## src/rtl/uart_tx_ctrl.sv

```systemverilog
// ============================================================================
// Module   : uart_tx_ctrl
// Purpose  : UART transmit frame controller (start, LSB-first data, optional
//            parity, stop) driving the serializer and a registered TX line.
// Revision : 1.0 - initial release
// ============================================================================
`default_nettype none
`timescale 1ns/1ps

module uart_tx_ctrl #(
    parameter int WIDTH_DATA = 8
) (
    input  logic                  CLK,
    input  logic                  RST,
    input  logic [WIDTH_DATA-1:0] P_DATA,
    input  logic                  DATA_VALID,
    input  logic                  PAR_EN,
    input  logic                  PAR_TYP,
    input  logic                  ser_done,
    input  logic                  ser_data,
    output logic                  ser_en,
    output logic [WIDTH_DATA-1:0] DATA_HELD,
    output logic                  TX_OUT,
    output logic                  BUSY
);

    localparam logic [2:0] S_IDLE   = 3'd0;
    localparam logic [2:0] S_START  = 3'd1;
    localparam logic [2:0] S_DATA   = 3'd2;
    localparam logic [2:0] S_PARITY = 3'd3;
    localparam logic [2:0] S_STOP   = 3'd4;

    logic [2:0]            r_state;
    logic [2:0]            w_next;
    logic                  w_accept;
    logic [WIDTH_DATA-1:0] r_data_held;
    logic                  r_par_en;
    logic                  r_par_typ;
    logic                  w_parity;
    logic                  w_line;
    logic                  r_tx;

    // Requests are taken only when idle or in the final stop cycle, so no queueing.
    assign w_accept = DATA_VALID && ((r_state == S_IDLE) || (r_state == S_STOP));

    always_ff @(posedge CLK or negedge RST) begin
        if (!RST) begin
            r_state <= S_IDLE;
        end else begin
            r_state <= w_next;
        end
    end

    always_comb begin
        w_next = r_state;
        case (r_state)
            S_IDLE:   w_next = w_accept ? S_START : S_IDLE;
            S_START:  w_next = S_DATA;
            S_DATA:   begin
                if (ser_done) begin
                    w_next = r_par_en ? S_PARITY : S_STOP;
                end
            end
            S_PARITY: w_next = S_STOP;
            S_STOP:   w_next = w_accept ? S_START : S_IDLE;
            default:  w_next = S_IDLE;
        endcase
    end

    always_ff @(posedge CLK or negedge RST) begin
        if (!RST) begin
            r_data_held <= '0;
            r_par_en    <= 1'b0;
            r_par_typ   <= 1'b0;
        end else if (w_accept) begin
            r_data_held <= P_DATA;
            r_par_en    <= PAR_EN;
            r_par_typ   <= PAR_TYP;
        end
    end

    assign w_parity = r_par_typ ? ~^r_data_held : ^r_data_held;

    always_comb begin
        ser_en = 1'b0;
        BUSY   = 1'b1;
        w_line = 1'b1;
        case (r_state)
            S_IDLE:   BUSY = 1'b0;
            S_START:  w_line = 1'b0;
            S_DATA:   begin
                ser_en = 1'b1;
                w_line = ser_data;
            end
            S_PARITY: w_line = w_parity;
            S_STOP:   w_line = 1'b1;
            default:  begin
                BUSY   = 1'b0;
                w_line = 1'b1;
            end
        endcase
    end

    // Registering the mux gives every state the same one-cycle delay to the line.
    always_ff @(posedge CLK or negedge RST) begin
        if (!RST) begin
            r_tx <= 1'b1;
        end else begin
            r_tx <= w_line;
        end
    end

    assign TX_OUT    = r_tx;
    assign DATA_HELD = r_data_held;

endmodule

`default_nettype wire

```

## config.mk

```make
export PLATFORM = sky130hd
export DESIGN_NAME = uart_tx_ctrl
export DESIGN_NICKNAME = d
export VERILOG_FILES = /design/src/rtl/uart_tx_ctrl.sv
export SDC_FILE = /design/constraint.sdc
export NUM_CORES = 1
export LEC_CHECK = 0
export CORE_UTILIZATION = 38
export CTS_CLUSTER_SIZE = 16
export DETAILED_ROUTE_END_ITERATION = 6
export HOLD_SLACK_MARGIN = 0.02
export MAX_ROUTING_LAYER = met4
export PLACE_DENSITY = 0.73
export SYNTH_ARGS = -nofsm -noshare
export SYNTH_HDL_FRONTEND = slang
export SYNTH_SLANG_ARGS = --single-unit
```

## constraint.sdc

```tcl
create_clock -name CLK -period 1.4 [get_ports CLK]
set_clock_uncertainty 0.2 [all_clocks]
set_input_delay 0.14 -clock CLK [delete_from_list [all_inputs] [get_ports CLK]]
set_output_delay 0.14 -clock CLK [all_outputs]
set_load 0.02 [all_outputs]
```

==> impl_metrics.csv <==
group,metric,value,unit
power,swShare,36.4,%
route,routedWlPerCell,12.9,um
timing,tightest_slew,211,ps
layout,area_growth_syn_to_layout,63.7,%
outcome,outcome,"finished, violations left",
worst_setup_path,r2r_cells,5,
worst_setup_path,cp.required,1370,ps
clocking,cts_buffer_depth,2,
timing,rsz0062_at_grt,"yes",
min_path,worstHoldStart,"PAR_EN",
worst_setup_path,worstSetupStartpointType,"flop",
timing,slew_viol_final,0,
layout,fillCellCount,134,
clocking,path_clk_slew,90,ps
synthesis,ys_types,22,
worst_setup_path,r2r-start,"r_state[1]$_DFFE_PN0P_",
power,p_per_area,2480,nW/um^2
timing,holdWs,197,ps
timing,slew_headroom,86.0,%
place,io_buffers,25,
min_path,whs_path_depth,3,
route,first_pass_iters,4,
clocking,clkSinkCount,14,
min_path,whs_endpoint,"r_par_en$_DFFE_PN0P_",
layout,mostFrequentLayoutCells,"clkdlybuf4s50_1, buf_4, dfrtp_1",
power,seqPwrFrac,27.8,%
layout,stdcell_area,1130,sq um
layout,nNetsFinal,111,
layout,num_antenna_cells,0,
synthesis,synth_edf_count,0,
route,vias,559,
worst_setup_path,setup.worst_path.class,"reg -> reg",
synthesis,yosysSeqAreaShare,51.0,%
route,drt_iter0_drc,7,
min_path,min_path_type,"in -> reg",
timing,setup_ws,-171,ps
run,maxCapViolCount,0,
place,placed_cell_area,1010,sq um
power,ir_drop,1120,uV
worst_setup_path,rrSetupSlack,-170,ps
global_route,grt_max_degree,15,
synthesis,ys.flop_type,"dfrtp_1",
layout,drive_above_1_share,38.9,%
clocking,numCtsBuffers,3,
timing,fin_tns_setup,-1490,ps
die,fp-row-count,15,
worst_setup_path,worstPathArrival,1540,ps
worst_setup_path,r2r-end,"DATA_HELD[5]$_DFFE_PN0P_",
timing,hold_viol,0,
global_route,grt.overflow.total,0,
die,die-width,44.6,um
global_route,antenna_found_initial,0,
power,internal-power,0.00178,W
power,finalPower,0.00279,W
die,core,1710,sq um
timing,finalSetupViolations,13,
die,ios,26,
die,dieArea,1990,sq um
route,postRouteAntennaNets,0,
route,via_per_inst,4.66,
die,die_y,44.6,um
global_route,grt_pass1_vias,562,
layout,layout_commonest_cell,"clkdlybuf4s50_1",
global_route,grtUsageTotal,18.6,%
clocking,cts_root_buf,"clkbuf_4",
synthesis,syn_avg_cell_area,13.3,sq um
synthesis,ys_ff_latch,14,
synthesis,syn_area,689,sq um
synthesis,syn_nets,67,
clocking,cts.htree.levels,1,
timing,max_freq,637,MHz
synthesis,synth_warnings,0,
place,dp_hpwl,949,um
global_route,grt_pass1_wl,2460,um
power,clkPwrFrac,10.7,%
power,p_switching,0.00102,W
power,p_comb_share,61.5,%
die,start_util,40.4,%
route,wirelength,1550,um
timing,min_period,1570,ps
place,gp_congestion,0.825,
timing,finalCritPeriodShare,112,%
worst_setup_path,endpoint_kind,"flop",
synthesis,synthArstFlopShare,100,%
place,preCtsSetupSlack,-297,ps
power,power.leakage,0.519,nW
worst_setup_path,path_max_fanout,5,
synthesis,netlist_instances,52,
route,route.detailed.drc,0,
outcome,violations,"negative setup slack",
clocking,tritoncts,"yes",
clocking,insertion_delay,290,ps
## critical path, cell delays in order, from the launching register on
cell     delay [ps]
dfrtp_1         410
buf_6           130
nor2_4          100
buf_4           130
and2_4          190
mux2_4          300
## through the flow
step | util, % | std cells
2_1_floorplan | - | 52
3_3_place_gp | 59.0 | 107
3_5_place_dp | 59.0 | 107
4_1_cts | 63.4 | 117
5_1_grt | 66.1 | 120
6_report | 66.1 | 120
## sequential cells by signal (all words and copies together) (netlist names)
name,cells
TX_OUT,1
r_par_typ,1
r_state,3
DATA_HELD,8
r_par_en,1
## area by class of cell
| class | count | area, sq um | area share (%) |
|---|---|---|---|
| clock buffer | 4 | 36.3 | 3.22 |
| sequential | 14 | 354 | 31.4 |
| tap | 25 | 31.3 | 2.77 |
| timing repair buffer | 39 | 358 | 31.7 |
| multi-input combinational | 36 | 342 | 30.3 |
| inverter | 2 | 7.51 | 0.665 |
## kinds of logic (layout without fill, tap and decap cells)
family	Yosys count	count (layout)	synth area share, %
DFF	14	14	51.0
and+or+nand+nor	12	13	9.80
buffers and inverters	3	45	2.72
AOI/OAI and AO/OA	6	6	5.08
muxes	10	10	20.5
xor gates and xnor gates	7	7	10.9
## worst max path at each step
stage          cells past startpoint                       end  slack, ps                    from
2_1_floorplan                      4  DATA_HELD[2]$_DFFE_PN0P_        -70  r_state[0]$_DFFE_PN0P_
3_3_place_gp                       3                    ser_en       -280  r_state[1]$_DFFE_PN0P_
3_5_place_dp                       3                    ser_en       -300  r_state[1]$_DFFE_PN0P_
4_1_cts                            4                      BUSY       -140  r_state[1]$_DFFE_PN0P_
5_1_grt                            4                      BUSY       -220  r_state[1]$_DFFE_PN0P_
6_report                           5  DATA_HELD[5]$_DFFE_PN0P_       -170  r_state[1]$_DFFE_PN0P_
## power groups by stage
stage | combinational [W] | clock, W | sequential (W)
2_1_floorplan | 0.000841 | 0 | 0.000955
3_3_place_gp | 0.00155 | 0 | 0.000777
3_5_place_dp | 0.00157 | 0 | 0.000788
4_1_cts | 0.00160 | 0.000302 | 0.000771
5_1_grt | 0.00185 | 0.000329 | 0.000801
6_report | 0.00172 | 0.000298 | 0.000778
## synthesized netlist by cell type (2+ instances only)
cell / n / share of area [%]
nor2_1: 4 / 2.2
a21oi_1: 3 / 2.2
mux2_4: 8 / 17
dfrtp_1: 13 / 47
nand2_1: 2 / 1.1
inv_1: 2 / 1.1
xor2_1: 2 / 2.5
xnor2_1: 4 / 5.1
## routing by layer
| layer | GRT usage [%] | part of all wire (%) |
|---|---|---|
| met5 | - | 0 |
| met4 | 15.2 | 4.0 |
| met1 | 20.1 | 41 |
| met2 | 30.3 | 51 |
| met3 | 2.45 | 3.1 |
## what timing repair did
item	in CTS	in global routing
pin swaps	1	0
cloned	1	0
endpoints found under the setup margin	21	20
resized for setup	26	13
buffers inserted	4	3
endpoints found under the hold margin	13	0
hold buffers	1	0
No activity file was read; power rests on OpenSTA's default activity.
